File: config.mk
export PLATFORM = sky130hd
export DESIGN_NAME = uart_tx_param_flat
export DESIGN_NICKNAME = d
export VERILOG_FILES = /design/src/rtl/uart_pkg.sv /design/src/rtl/uart_tx_param_if.sv /design/src/rtl/uart_baud_gen.sv /design/src/rtl/uart_tx_param.sv /design/src/flat_wrapper.sv
export SDC_FILE = /design/constraint.sdc
export NUM_CORES = 1
export LEC_CHECK = 0
export ABC_AREA = 0
export ABC_CLOCK_PERIOD_IN_PS = 2350
export CAP_MARGIN = 10
export CORE_MARGIN = 5
export CORE_UTILIZATION = 50
export CTS_BUF_LIST = sky130_fd_sc_hd__clkbuf_8
export DETAILED_ROUTE_END_ITERATION = 16
export PLACE_DENSITY = 0.7
export SLEW_MARGIN = 30
export SYNTH_ARGS = -nofsm -noshare
export SYNTH_HDL_FRONTEND = slang
export SYNTH_SLANG_ARGS = --single-unit
File: constraint.sdc
create_clock -name clk -period 2.35 [get_ports clk]
set_input_delay 0.5875 -clock clk [delete_from_list [all_inputs] [get_ports clk]]
set_output_delay 0.5875 -clock clk [all_outputs]
set_load 0.005 [all_outputs]
File: src/rtl/uart_pkg.sv
// Shared UART definitions: parity modes, FSM encoding, default baud divisor
// and a parity helper for the transmitter and a future receiver.
package uart_pkg;

  localparam int unsigned PAR_NONE = 0;
  localparam int unsigned PAR_ODD  = 1;
  localparam int unsigned PAR_EVEN = 2;

  localparam int unsigned DEFAULT_CLKS_PER_BIT = 1085;

  typedef enum logic [2:0] {
    ST_IDLE   = 3'd0,
    ST_START  = 3'd1,
    ST_DATA   = 3'd2,
    ST_PARITY = 3'd3,
    ST_STOP   = 3'd4
  } state_t;

  // Even mode gives the plain XOR; odd mode inverts it.
  function automatic logic parity_bit(input logic [8:0] data, input int unsigned mode);
    return (mode == PAR_ODD) ? ~(^data) : (^data);
  endfunction

endpackage

File: src/rtl/uart_tx_param_if.sv
// Byte handshake between a byte source and the UART transmitter.
interface uart_tx_param_if #(
  parameter int unsigned DATA_BITS = 8
);
  logic [DATA_BITS-1:0] tx_data;
  logic                 tx_valid;
  logic                 tx_ready;

  modport master (output tx_data, output tx_valid, input tx_ready);
  modport slave  (input tx_data, input tx_valid, output tx_ready);
endinterface

File: src/rtl/uart_baud_gen.sv
// Bit-period counter with synchronous restart; strobes in the last cycle of
// every bit period and wraps to zero.
module uart_baud_gen
  import uart_pkg::*;
#(
  parameter int unsigned CLKS_PER_BIT = DEFAULT_CLKS_PER_BIT
) (
  input  logic clk,
  input  logic rst_n,
  input  logic restart,
  output logic bit_end_c
);

  localparam int unsigned CW = (CLKS_PER_BIT > 1) ? $clog2(CLKS_PER_BIT) : 1;

  logic [CW-1:0] cnt;

  assign bit_end_c = (cnt == CW'(CLKS_PER_BIT - 1));

  always_ff @(posedge clk or negedge rst_n) begin
    if (!rst_n) begin
      cnt <= '0;
    end else if (restart || bit_end_c) begin
      cnt <= '0;
    end else begin
      cnt <= cnt + CW'(1);
    end
  end

endmodule

File: src/rtl/uart_tx_param.sv
// Parametrised UART transmitter with a one-entry holding register so that
// queued bytes leave back-to-back with no idle gap.
module uart_tx_param
  import uart_pkg::*;
#(
  parameter int unsigned CLKS_PER_BIT = DEFAULT_CLKS_PER_BIT,
  parameter int unsigned DATA_BITS    = 8,
  parameter int unsigned PARITY       = PAR_NONE,
  parameter int unsigned STOP_BITS    = 1
) (
  input  logic           clk,
  input  logic           rst_n,
  uart_tx_param_if.slave bus,
  output logic           txd,
  output logic           busy,
  output logic           frame_done
);

  localparam int unsigned IW = $clog2(DATA_BITS + 1);

  if (CLKS_PER_BIT < 2 || CLKS_PER_BIT > 65535) begin : g_bad_cpb
    $error("uart_tx_param: CLKS_PER_BIT must be 2..65535");
  end
  if (DATA_BITS < 5 || DATA_BITS > 9) begin : g_bad_db
    $error("uart_tx_param: DATA_BITS must be 5..9");
  end
  if (PARITY > PAR_EVEN) begin : g_bad_par
    $error("uart_tx_param: PARITY must be 0, 1 or 2");
  end
  if (STOP_BITS < 1 || STOP_BITS > 2) begin : g_bad_stop
    $error("uart_tx_param: STOP_BITS must be 1 or 2");
  end

  state_t               state;
  logic [DATA_BITS-1:0] hold;
  logic [DATA_BITS-1:0] shifter;
  logic                 hold_empty;
  logic                 par_bit;
  logic [IW-1:0]        bit_idx;
  logic                 bit_end_c;
  logic                 accept_c;
  logic                 last_data_c;
  logic                 last_stop_c;
  logic                 frame_end_c;
  logic                 load_c;
  logic                 restart_c;

  assign bus.tx_ready = hold_empty;
  assign accept_c     = bus.tx_valid && hold_empty;
  assign last_data_c  = (bit_idx == IW'(DATA_BITS - 1));
  assign last_stop_c  = (bit_idx == IW'(STOP_BITS - 1));
  assign frame_end_c  = (state == ST_STOP) && bit_end_c && last_stop_c;
  assign load_c       = !hold_empty && ((state == ST_IDLE) || frame_end_c);
  // Counter parks at zero while idle so every frame starts on a fresh period.
  assign restart_c    = (state == ST_IDLE);

  uart_baud_gen #(
    .CLKS_PER_BIT(CLKS_PER_BIT)
  ) u_baud (
    .clk      (clk),
    .rst_n    (rst_n),
    .restart  (restart_c),
    .bit_end_c(bit_end_c)
  );

  always_ff @(posedge clk or negedge rst_n) begin
    if (!rst_n) begin
      state      <= ST_IDLE;
      hold       <= '0;
      shifter    <= '0;
      hold_empty <= 1'b1;
      par_bit    <= 1'b0;
      bit_idx    <= '0;
      txd        <= 1'b1;
      busy       <= 1'b0;
      frame_done <= 1'b0;
    end else begin
      // Accept needs an empty holding register and load needs a full one,
      // so the two never collide.
      if (accept_c) begin
        hold       <= bus.tx_data;
        hold_empty <= 1'b0;
      end else if (load_c) begin
        hold_empty <= 1'b1;
      end

      if (load_c) begin
        shifter <= hold;
        par_bit <= parity_bit(9'(hold), PARITY);
      end

      case (state)
        ST_IDLE: begin
          if (load_c) state <= ST_START;
        end
        ST_START: begin
          if (bit_end_c) begin
            state   <= ST_DATA;
            bit_idx <= '0;
          end
        end
        ST_DATA: begin
          if (bit_end_c) begin
            shifter <= shifter >> 1;
            if (last_data_c) begin
              bit_idx <= '0;
              state   <= (PARITY != PAR_NONE) ? ST_PARITY : ST_STOP;
            end else begin
              bit_idx <= bit_idx + IW'(1);
            end
          end
        end
        ST_PARITY: begin
          if (bit_end_c) begin
            state   <= ST_STOP;
            bit_idx <= '0;
          end
        end
        ST_STOP: begin
          if (bit_end_c) begin
            if (last_stop_c) begin
              bit_idx <= '0;
              state   <= hold_empty ? ST_IDLE : ST_START;
            end else begin
              bit_idx <= bit_idx + IW'(1);
            end
          end
        end
        default: state <= ST_IDLE;
      endcase

      // Line outputs follow the current state, so txd, busy and frame_done
      // stay aligned with each other one cycle behind the FSM.
      busy       <= (state != ST_IDLE);
      frame_done <= frame_end_c;
      case (state)
        ST_START:  txd <= 1'b0;
        ST_DATA:   txd <= shifter[0];
        ST_PARITY: txd <= par_bit;
        default:   txd <= 1'b1;
      endcase
    end
  end

endmodule

File: src/flat_wrapper.sv
// flat-port wrapper written by rule: the top's interface ports become plain ports
module uart_tx_param_flat import uart_pkg::*;
#(
  parameter int unsigned CLKS_PER_BIT = DEFAULT_CLKS_PER_BIT,
  parameter int unsigned DATA_BITS    = 8,
  parameter int unsigned PARITY       = PAR_NONE,
  parameter int unsigned STOP_BITS    = 1
)
  (clk, rst_n, txd, busy, frame_done, bus_tx_data, bus_tx_valid, bus_tx_ready);
  uart_tx_param_if #(.DATA_BITS(DATA_BITS)) bus_i ();
  input  logic clk;
  input  logic rst_n;
  output logic txd;
  output logic busy;
  output logic frame_done;
  input wire logic [$bits(bus_i.tx_data)-1:0] bus_tx_data;
  input wire logic [$bits(bus_i.tx_valid)-1:0] bus_tx_valid;
  output wire logic [$bits(bus_i.tx_ready)-1:0] bus_tx_ready;
  assign bus_i.tx_data = bus_tx_data;
  assign bus_i.tx_valid = bus_tx_valid;
  assign bus_tx_ready = bus_i.tx_ready;
  uart_tx_param #(.CLKS_PER_BIT(CLKS_PER_BIT), .DATA_BITS(DATA_BITS), .PARITY(PARITY), .STOP_BITS(STOP_BITS)) u_core (.clk(clk), .rst_n(rst_n), .bus(bus_i), .txd(txd), .busy(busy), .frame_done(frame_done));
endmodule
# Word-level counts from Yosys, hierarchy flattened
# Index checks and enable logic that the tools add are counted.
[word_totals]
in_bits = 11
word_cells = 64
out_inout_bits = 4
reg_bits = 39
[op_classes]
addsub = 2
reduce_logical = 16
mux = 22
eq_ne = 14
[op_table]
columns = ["operator", "n"]
rows = [
  ["2-to-1 mux 8 bit", 3],
  ["2-to-1 mux 3 bit", 7],
  ["2-to-1 mux 4 bit", 5],
  ["!= test 2 x 1 -> 1 bit (second input constant)", 8],
  ["case mux 3 bit (5 select lines)", 1],
  ["case mux 4 bit (3 select lines)", 1],
  ["adder 11 x 1 -> 11 bit (second input constant)", 1],
  ["equality test 11 bit (second input constant)", 1],
  ["2-to-1 mux 11 bit", 1],
  ["XOR reduction 9 bit", 1],
  ["AND reduction 7 bit", 1],
  ["equality test 3 x 2 -> 1 bit (second input constant)", 2],
  ["nonzero test 3 bit", 2],
  ["adder 4 x 1 -> 4 bit (second input constant)", 1],
  ["equality test 4 x 3 -> 1 bit (second input constant)", 1],
  ["logical AND 1 bit", 4],
  ["logical NOT 4 bit", 1],
  ["AND reduction 4 bit", 1],
  ["equality test 3 x 1 -> 1 bit (second input constant)", 1],
  ["equality test 3 bit (second input constant)", 1],
  ["logical NOT 3 bit", 1],
  ["2-to-1 mux 1 bit", 3],
  ["case mux 1 bit (3 select lines)", 1],
  ["logical OR 1 bit", 2],
  ["other kinds (3)", 3],
]

# Logic depth before layout (Yosys ltp)
# Gate-level depths: netlist (run 1).
[depth]
word_depth = 8
ltp_mapped = 7
depth_no_buf = 6

# Modules after synthesis
# From an unflattened synthesis (run 1), not the netlist that was laid out.
[hier_totals]
cells_unflattened = 202
area_unflattened_um2 = 2023.2
[modules_own_cells]
columns = ["mod", "cells_per_inst", "instances", "seq_area_each_um2", "area_each_um2"]
rows = [
  ["uart_tx_param", 136, 1, 703.2, 1396.3],
  ["uart_baud_gen", 66, 1, 275.3, 626.9],
]

# Least setup slack after synthesis (run 1)
# OpenSTA, ideal clock, no wires.
[synth_timing]
path_kind = "register to register"
start = "register u_core.bit_idx[0]"
end = "register u_core.par_bit"
t_required_ps = 2225
period_less_slack_ps = 1701
path_stages_with_launch = 7
n_path_buf = 0
slack_ps = 649
setup_time_ps = 125
t_arrival_ps = 1576
cell_sequence = "dfrtp_1 > inv_1 > ha_1 > nor3b_2 > and4_4 > o21a_1 > mux2_4"
[synth_between]
elab_chain_len = 4
[synth_rtl]
columns = ["element", "line_no", "rtl"]
rows = [
  ["start, declared", "uart_tx_param.sv:39", "logic [IW-1:0] bit_idx;"],
  ["start signal, assigned", "uart_tx_param.sv:109", "bit_idx <= bit_idx + IW'(1);"],
  ["start signal, assigned", "uart_tx_param.sv:125", "bit_idx <= bit_idx + IW'(1);"],
  ["logical NOT 4 bit", "uart_tx_param.sv:51", "assign last_stop_c = (bit_idx == IW'(STOP_BITS - 1));"],
  ["logical AND 1 bit", "uart_tx_param.sv:52", "assign frame_end_c = (state == ST_STOP) && bit_end_c && last_stop_c;"],
  ["logical OR 1 bit", "uart_tx_param.sv:53", "assign load_c = !hold_empty && ((state == ST_IDLE) || frame_end_c);"],
  ["logical AND 1 bit", "uart_tx_param.sv:53", ""],
  ["end signal, assigned", "uart_tx_param.sv:89", "par_bit <= parity_bit(9'(hold), PARITY);"],
  ["end, declared", "uart_tx_param.sv:38", "logic par_bit;"],
]
# No other way between the ends.
# A chain may end at the register's enable or synchronous reset.

# Worst setup path after layout (run 1)
[layout_timing]
start = "register u_core.hold_empty, in the netlist u_core.bus.tx_ready"
end = "output bus_tx_ready"
[layout_rtl]
columns = ["element", "line_no", "rtl"]
rows = [
  ["start, declared", "uart_tx_param.sv:37", "logic hold_empty;"],
  ["start signal, assigned", "uart_tx_param.sv:71", "hold_empty <= 1'b1;"],
  ["start signal, assigned", "uart_tx_param.sv:82", "hold_empty <= 1'b0;"],
  ["start signal, assigned", "uart_tx_param.sv:84", "hold_empty <= 1'b1;"],
  ["end, declared", "flat_wrapper.sv:18", "output wire logic [$bits(bus_i.tx_ready)-1:0] bus_tx_ready;"],
]
# No word-level cell between the ends.

==> flow_metrics.py, run 1 <==
metrics = {
    "cts": {
        "hold_buffers": 0,
        "tritoncts": "done",
        "cts_max_level": 2,
        "clk_path_buf_depth": 2,
        "cts_inserted_buffers": 5,
        "clk_pin_slew_worst_paths_ns": 0.07,
        "clkLatencyLatePin_ns": 0.29,
        "cts_root_buf": "clkbuf_8",
        "postCtsSetupRepairBufs": 0,
        "cts.sinks": 39,
        "cts_resized": 0,
    },
    "placed_design": {
        "hpwl_mm": 2.62,
        "numPortBuffers": 14,
        "place_area_mm2": 0.00219,
        "dpl_worst_slack_ns": 0.477,
        "gp_congestion": 0.763,
    },
    "critical_path": {
        "worstSetupStartpoint": "u_core.bus.tx_ready",
        "cp-endpoint": "bus_tx_ready",
        "rr_endpoint": "u_core.par_bit",
        "reg2regPathDepth": 6,
        "required_ns": 1.76,
        "rr_startpoint": "u_core.bit_idx[0]",
        "max_stage_delay_ns": 0.57,
        "crit_slowest_cell": "dfstp_2",
        "arrival_ns": 1.37,
        "path_buf_inv": 1,
        "critPathLaunchType": "flop",
        "critPathKind": "reg2out",
        "cp_max_fo": 4,
        "r2r_slack_ns": 0.45,
        "path_depth": 1,
        "cp_cell_sequence": "clkdlybuf4s50_1",
        "cp-end-kind": "output port",
        "crit_family": "flip-flops",
    },
    "timing": {
        "setup_viol": 0,
        "fin_ws_ns": 0.392,
        "fin_skew_ns": 0.00221,
        "hold_viol": 0,
        "relSlewSlack_pct": 65.0,
        "drv_slew": 0,
        "tns_ns": 0,
        "rsz0062_at_grt": "no",
        "min_period_over_period_pct": 83.3,
        "max_freq_ghz": 0.511,
        "fin_crit_ns": 1.96,
        "worst_pin_slew_ns": 0.525,
    },
    "finish": {
        "final_cell_mix": "37 x dfrtp_1, 23 x inv_1, 13 x nand2_1, 13 x clkdlybuf4s50_1, 12 x nor2_1",
        "final_nets": 226,
        "layout_commonest_cell": "dfrtp_1",
        "fin_util_pct": 58.3,
        "fin_area_mm2": 0.00231,
        "layout-drive-gt1-share_pct": 14.6,
        "area_delta_synth_final_pct": 14.3,
        "n_antenna_cell": 0,
    },
    "die": {
        "placementRows": 23,
        "core-area_mm2": 0.00397,
        "ioPinCount": 15,
        "die_h_um": 73.6,
        "initial_core_util_pct": 51.0,
        "die_area_mm2": 0.00542,
        "dieWidth_um": 73.6,
    },
    "drt": {
        "wl_mm": 3.69,
        "drc": 0,
        "wire_per_inst_um": 14.1,
        "dr.pass1.iters": 4,
        "vias": 1445,
        "antenna_left": 0,
        "routed_via_density": 5.52,
        "drt_iter0_markers": 45,
    },
    "global_routing": {
        "overflow": 0,
        "grt_pass1_wl_mm": 6.52,
        "grt_max_degree": 40,
        "grt_pass1_vias": 1435,
        "antenna_found_initial": 0,
        "groute.usage.overall_pct": 15.7,
    },
    "hold_path": {
        "hold_path.class": "in2async",
    },
    "run": {
        "cap_violations": 0,
    },
    "status": {
        "outcome": "finished clean",
    },
    "yosys": {
        "ys_seq_area_share_pct": 48.3,
        "synth_seq_cells": 39,
        "synth_warnings": 0,
        "synthCells": 195,
        "synth.avg_cell_area_um2": 10.4,
        "ys_async_sr_fraction_pct": 100,
        "ys.flop_type": "dfrtp_1",
        "yosysUniqueCellTypes": 46,
        "synth-edff-count": 0,
        "synth_fp_nets": 210,
        "syn-cell-area_mm2": 0.00202,
    },
    "power": {
        "powerDensity_mw_per_mm2": 1010,
        "ir_drop_uv": 596,
        "p_leak_nw": 0.987,
        "finalPower_mw": 2.33,
    },
}
where the power goes:
group          internal, mW  total [mW]  switching, mW
combinational         0.381       0.682          0.301
clock                 0.343       0.577          0.233
sequential            0.884        1.07          0.186
total                  1.61        2.33          0.721
registers in the layout, summed over array words and instances, names as in the netlist:
register and count:
u_core.u_baud.cnt 11, u_core.hold 8, u_core.shifter 8, u_core.bit_idx 4
u_core.state 3, u_core.bus.tx_ready 1, u_core.busy 1, u_core.frame_done 1
u_core.par_bit 1, u_core.txd 1
cells in the mapped netlist, types with 5 or more instances:
library cell	n	share of area, %
dfrtp_1	37	46
nand3_1	6	1.5
xor2_1	6	2.6
o21ai_0	11	2.7
xnor2_1	7	3.0
o211ai_1	10	3.7
mux2_2	8	4.5
nor2_1	12	2.2
inv_1	23	4.3
nand2_1	13	2.4
a21oi_1	5	1.2
o221ai_1	7	3.0
metrics by stage:
step / hold slack [ns] / instances
3_5_place_dp: 0.490 / 254
5_1_grt: 0.293 / 262
6_report: 0.257 / 262
2_1_floorplan: 0.292 / 195
3_3_place_gp: 0.499 / 254
4_1_cts: 0.430 / 262
final cells by class:
| type | instances | area, um^2 |
|---|---|---|
| inverters | 23 | 86.3 |
| flip-flops and latches | 39 | 978 |
| well taps | 50 | 62.6 |
| clock buffers | 6 | 82.6 |
| clock inverters | 2 | 35.0 |
| fillers | 342 | 1660 |
| multi-input cells | 127 | 925 |
| repair buffers | 15 | 145 |
how the worst min path moves through the flow:
stage,startpoint,endpoint,slack (ns),depth (start not counted)
after floorplan,rst_n,u_core.bit_idx[0],0.29,0
after global placement,u_core.par_bit,u_core.par_bit,0.50,1
after detailed placement,u_core.par_bit,u_core.par_bit,0.49,1
after CTS,rst_n,u_core.u_baud.cnt[0],0.43,1
after global routing,rst_n,u_core.u_baud.cnt[0],0.29,1
final,rst_n,u_core.state[2],0.26,1
logic make-up after synthesis:
| group | synth area share [%] |
|---|---|
| and+or+nand+nor | 16.7 |
| AOI/OAI and AO/OA | 15.6 |
| DFF | 48.3 |
| buffers and inverters | 5.99 |
| xor gates and xnor gates | 5.62 |
| muxes | 5.19 |
| adders and majority gates | 2.47 |
layer usage:
metal / global-route usage (%) / wire length, um / vias to the layer above / share of wire, %
met5: 0 / 0 / - / 0
met4: 6.04 / 62 / 0 / 1.7
met3: 5.06 / 172 / 6 / 4.7
met2: 25.4 / 1730 / 30 / 47
met1: 19.4 / 1730 / 679 / 47
li1: - / - / 730 / -
Power figures use the tool's default switching activity.
==> run 2: changes to the inputs <==
--- a/config.mk
+++ b/config.mk
@@ -6,13 +6,13 @@
 export NUM_CORES = 1
 export LEC_CHECK = 0
 export ABC_AREA = 0
-export ABC_CLOCK_PERIOD_IN_PS = 2350
+export ABC_CLOCK_PERIOD_IN_PS = 1700
 export CAP_MARGIN = 10
 export CORE_MARGIN = 5
 export CORE_UTILIZATION = 50
 export CTS_BUF_LIST = sky130_fd_sc_hd__clkbuf_8
 export DETAILED_ROUTE_END_ITERATION = 16
-export PLACE_DENSITY = 0.7
+export PLACE_DENSITY = 0.72
 export SLEW_MARGIN = 30
 export SYNTH_ARGS = -nofsm -noshare
 export SYNTH_HDL_FRONTEND = slang
==> constraint.sdc (replaced) <==
create_clock -name clk -period 1.7 [get_ports clk]
set_input_delay 0.425 -clock clk [delete_from_list [all_inputs] [get_ports clk]]
set_output_delay 0.425 -clock clk [all_outputs]
set_load 0.005 [all_outputs]
==> flow_metrics.py, run 2 (same netlist as run 1, synthesis figures left out) <==
metrics = {
    "critical_path": {
        "critPathLaunchType": "flop",
        "max_stage_delay_ns": 0.42,
        "arrival_ns": 1.90,
        "cp-end-kind": "flop",
        "r2r_slack_ns": -0.02,
        "required_ns": 1.88,
        "worstSetupStartpoint": "u_core.bit_idx[0]",
        "cp_max_fo": 5,
        "critPathKind": "reg2reg",
        "crit_slowest_cell": "dfrtp_1",
        "rr_startpoint": "u_core.bit_idx[0]",
        "cp_cell_sequence": "inv_1 > ha_1 > nor3b_4 > and4_4 > o21a_1 > mux2_4",
    },
    "global_routing": {
        "groute.usage.overall_pct": 17.6,
        "antenna_found_initial": 0,
        "grt_max_degree": 40,
        "grt_pass1_wl_mm": 7.36,
        "grt_pass1_vias": 1659,
        "overflow": 0,
    },
    "finish": {
        "final_nets": 246,
        "layout_commonest_cell": "dfrtp_1",
        "area_delta_synth_final_pct": 26.0,
        "layout-drive-gt1-share_pct": 23.7,
        "top_regs": "u_core.u_baud.cnt x11, u_core.hold x8, u_core.shifter x8",
        "final_cell_mix": "37 x dfrtp_1, 24 x inv_1, 20 x buf_4",
        "largest_register_ffs": 11,
        "top_register": "u_core.u_baud.cnt",
        "n_antenna_cell": 0,
        "fillers": 315,
    },
    "power": {
        "ir_drop_uv": 790,
        "powerDensity_mw_per_mm2": 1350,
        "finalPower_mw": 3.43,
        "p_leak_nw": 1.12,
    },
    "timing": {
        "fin_hold_ws_ns": 0.179,
        "hold_viol": 0,
        "relSlewSlack_pct": 66.8,
        "drv_slew": 0,
        "rsz0062_at_grt": "yes",
        "fin_crit_ns": 1.72,
        "worst_pin_slew_ns": 0.498,
        "setup_viol": 1,
        "fin_skew_ns": 0.00416,
        "fin_ws_ns": -0.0175,
        "min_period_over_period_pct": 101,
        "max_freq_ghz": 0.582,
    },
    "drt": {
        "dr.pass1.iters": 4,
        "wl_mm": 4.18,
        "wire_per_inst_um": 14.8,
        "antenna_left": 0,
        "drt_iter0_markers": 144,
        "drc": 0,
        "routed_via_density": 5.59,
        "vias": 1575,
    },
    "cts": {
        "tritoncts": "done",
        "hold_buffers": 0,
        "clkLatencyLatePin_ns": 0.29,
        "cts_root_buf": "clkbuf_8",
        "cts_max_level": 2,
        "clk_pin_slew_worst_paths_ns": 0.07,
        "clk_path_buf_depth": 2,
        "cts.sinks": 39,
        "cts_inserted_buffers": 5,
    },
    "placed_design": {
        "numPortBuffers": 14,
        "hpwl_mm": 2.91,
        "gp_congestion": 0.901,
    },
    "status": {
        "outcome": "finished, violations left",
        "violations": "negative setup slack",
    },
    "die": {
        "placementRows": 23,
        "initial_core_util_pct": 51.0,
        "die_h_um": 73.6,
        "core-area_mm2": 0.00397,
        "die_area_mm2": 0.00542,
        "ioPinCount": 15,
        "dieWidth_um": 73.6,
    },
    "run": {
        "cap_violations": 0,
    },
    "hold_path": {
        "hold_path.class": "in2async",
    },
}
[run 2: critical path: cells and delay by family (launching register included)]
kind            cells  cell delay (ns)
simple gates        2             0.51
buf+inv             1             0.07
mux                 1             0.30
compound gates      1             0.15
fa+ha+maj           1             0.14
flops               1             0.42
[run 2: cell type report]
cell class	count	area (um^2)	area share, %
well taps	50	62.6	2.45
clock inverters	3	63.8	2.50
flip-flops and latches	39	978	38.4
clock buffers	5	68.8	2.70
inverters	23	86.3	3.39
multi-input cells	127	987	38.7
repair buffers	35	303	11.9
[run 2: worst paths after layout]
kind	to	cells past startpoint
worst min register to register	u_core.bit_idx[1]	2
worst min-delay path	u_core.u_baud.cnt[5]	2
worst max-delay path	u_core.par_bit	6
min in group clk	u_core.bit_idx[1]	2
worst max register to register	u_core.par_bit	6
max in group asynchronous	u_core.txd	2
[run 2: repair_timing]
action,in CTS,in global routing
gates resized for setup,4,6
endpoints found under the hold margin,0,0
endpoints found under the setup margin,7,17
gates cloned,0,0
pin swaps,2,9
setup buffers,3,2
[run 2: layer usage]
metal	routed length [um]	vias to the layer above	part of all wire, %	track usage [%]
li1	-	763	-	-
met1	1830	768	44	20.4
met2	2100	34	50	30.8
met3	163	10	3.9	3.97
met4	85	0	2.0	7.65
met5	0	-	0	0
[run 2: stage by stage]
step                      area, um^2  TNS [ns]  util [%]  std cells  setup slack (ns)
after floorplan                 2030         0         -        195            0.0413
after global placement          2330  -0.00250      58.6        269          -0.00250
after detailed placement        2330   -0.0938      58.6        269           -0.0616
after CTS                       2500   -0.0292      62.9        280           -0.0155
after global routing            2550    -0.656      64.2        282           -0.0883
final                           2550   -0.0175      64.2        282           -0.0175
[run 2: power by group]
| group | leakage, nW | total (mW) | internal [mW] | switching [mW] |
|---|---|---|---|---|
| combinational | 0.564 | 1.10 | 0.606 | 0.496 |
| clock | 0.0695 | 0.897 | 0.580 | 0.317 |
| sequential | 0.488 | 1.43 | 1.22 | 0.209 |
| total | 1.12 | 3.43 | 2.41 | 1.02 |
==> run 3: changes to the inputs <==
--- a/config.mk
+++ b/config.mk
@@ -9,10 +9,10 @@
 export ABC_CLOCK_PERIOD_IN_PS = 1700
 export CAP_MARGIN = 10
 export CORE_MARGIN = 5
-export CORE_UTILIZATION = 50
+export CORE_UTILIZATION = 35
 export CTS_BUF_LIST = sky130_fd_sc_hd__clkbuf_8
 export DETAILED_ROUTE_END_ITERATION = 16
-export PLACE_DENSITY = 0.72
+export PLACE_DENSITY = 0.54
 export SLEW_MARGIN = 30
 export SYNTH_ARGS = -nofsm -noshare
 export SYNTH_HDL_FRONTEND = slang
==> flow_metrics.py, run 3 (same netlist as run 1, synthesis figures left out) <==
metrics = {
    "die": {
        "die_h_um": 86.1,
        "initial_core_util_pct": 36.3,
        "placementRows": 27,
        "ioPinCount": 15,
        "die_area_mm2": 0.00741,
        "dieWidth_um": 86.1,
        "core-area_mm2": 0.00557,
    },
    "drt": {
        "routed_via_density": 5.00,
        "wl_mm": 4.06,
        "drc": 0,
        "dr.pass1.iters": 6,
        "wire_per_inst_um": 13.2,
        "antenna_left": 0,
        "vias": 1541,
        "drt_iter0_markers": 97,
    },
    "run": {
        "cap_violations": 0,
    },
    "timing": {
        "drv_slew": 0,
        "fin_skew_ns": 0.00697,
        "fin_ws_ns": 0.0148,
        "min_period_over_period_pct": 99.1,
        "max_freq_ghz": 0.593,
        "rsz0062_at_grt": "yes",
        "relSlewSlack_pct": 75.0,
        "hold_viol": 0,
        "worst_pin_slew_ns": 0.374,
        "setup_viol": 0,
        "fin_crit_ns": 1.69,
    },
    "finish": {
        "layout-drive-gt1-share_pct": 25.0,
        "final_cell_mix": "36 x dfrtp_1, 24 x inv_1, 22 x buf_4",
        "layout_commonest_cell": "dfrtp_1",
        "fillers": 545,
        "final_nets": 250,
        "fin_util_pct": 45.9,
        "area_delta_synth_final_pct": 26.5,
        "top_register": "u_core.u_baud.cnt",
        "fin_area_mm2": 0.00256,
        "largest_register_ffs": 11,
        "top_regs": "u_core.u_baud.cnt x11, u_core.hold x8, u_core.shifter x8",
        "n_antenna_cell": 0,
    },
    "critical_path": {
        "r2r_slack_ns": 0.01,
        "rr_startpoint": "u_core.u_baud.cnt[0]",
        "critPathKind": "reg2reg",
        "cp-end-kind": "flop",
        "reg2regPathDepth": 6,
        "arrival_ns": 1.87,
        "cp_max_fo": 7,
        "rr_endpoint": "u_core.par_bit",
        "required_ns": 1.88,
        "critPathLaunchType": "flop",
    },
    "global_routing": {
        "grt_max_degree": 26,
        "groute.usage.overall_pct": 12.4,
        "overflow": 0,
        "grt_pass1_wl_mm": 7.29,
        "antenna_found_initial": 0,
        "grt_pass1_vias": 1582,
    },
    "placed_design": {
        "gp_congestion": 0.774,
        "hpwl_mm": 3.00,
        "numPortBuffers": 14,
        "place_area_mm2": 0.00242,
        "dpl_worst_slack_ns": 0.0377,
    },
    "hold_path": {
        "hold_path.class": "in2async",
    },
    "cts": {
        "cts_root_buf": "clkbuf_8",
        "clkLatencyLatePin_ns": 0.29,
        "cts_inserted_buffers": 5,
        "clk_pin_slew_worst_paths_ns": 0.08,
        "cts_max_level": 2,
        "tritoncts": "done",
        "clk_path_buf_depth": 2,
        "cts.sinks": 39,
    },
    "power": {
        "powerDensity_mw_per_mm2": 1230,
        "ir_drop_uv": 981,
        "p_leak_nw": 1.12,
    },
    "status": {
        "outcome": "finished clean",
    },
}
-- run 3: cell type report --
type                    count  area (um^2)  share of cell area (%)
inverters                  23         86.3                    3.37
clock buffers               5         68.8                    2.69
repair buffers             39          358                    14.0
well taps                  72         90.1                    3.52
multi-input cells         127          962                    37.6
clock inverters             3         16.3                   0.635
flip-flops and latches     39          980                    38.3
-- run 3: layer usage --
layer | part of all wire [%] | global-route usage (%) | vias to the layer above
met5 | 0 | 0 | -
li1 | - | - | 780
met3 | 3.4 | 3.46 | 5
met1 | 49 | 16.6 | 738
met4 | 0.89 | 4.03 | 0
met2 | 47 | 19.5 | 18
-- run 3: worst max path at each step --
stage | start | end | slack [ns] | cells past startpoint
finish | u_core.u_baud.cnt[0] | u_core.par_bit | 0.01 | 6
global placement | u_core.state[0] | u_core.bit_idx[2] | 0.05 | 5
global route | u_core.bit_idx[0] | u_core.par_bit | -0.1 | 6
detailed placement | u_core.u_baud.cnt[0] | u_core.par_bit | 0.04 | 6
CTS | u_core.u_baud.cnt[0] | u_core.par_bit | 0.03 | 6
floorplan | u_core.u_baud.cnt[0] | u_core.par_bit | 0.04 | 6
-- run 3: where the power goes --
group / internal [mW] / switching, mW
clock: 0.281 / 0.332
sequential: 1.22 / 0.190
combinational: 0.630 / 0.507
total: 2.13 / 1.03
-- run 3: timing repair --
item                       in CTS  in global routing
resized for setup               2                  7
hold buffers                    0                  0
pin swaps                       0                  1
setup buffers                   1                  2
cloned                          0                  0
setup endpoints to repair       2                 18
-- run 3: worst max-delay path, cell delays in order (launching register included) --
cell      delay (ns)
dfrtp_1         0.38
inv_1           0.06
ha_1            0.13
and4bb_4        0.31
and4_4          0.25
o21a_1          0.15
mux2_4          0.30
-- run 3: per-stage QoR --
stage	total power, mW	cells	hold WS (ns)	TNS, ns
final	3.16	308	0.0404	0
after global routing	3.43	308	0.0658	-0.290
after CTS	3.22	306	0.0455	0
after detailed placement	2.58	297	0.370	0
after global placement	2.55	297	0.371	0
after floorplan	2.20	195	0.129	0
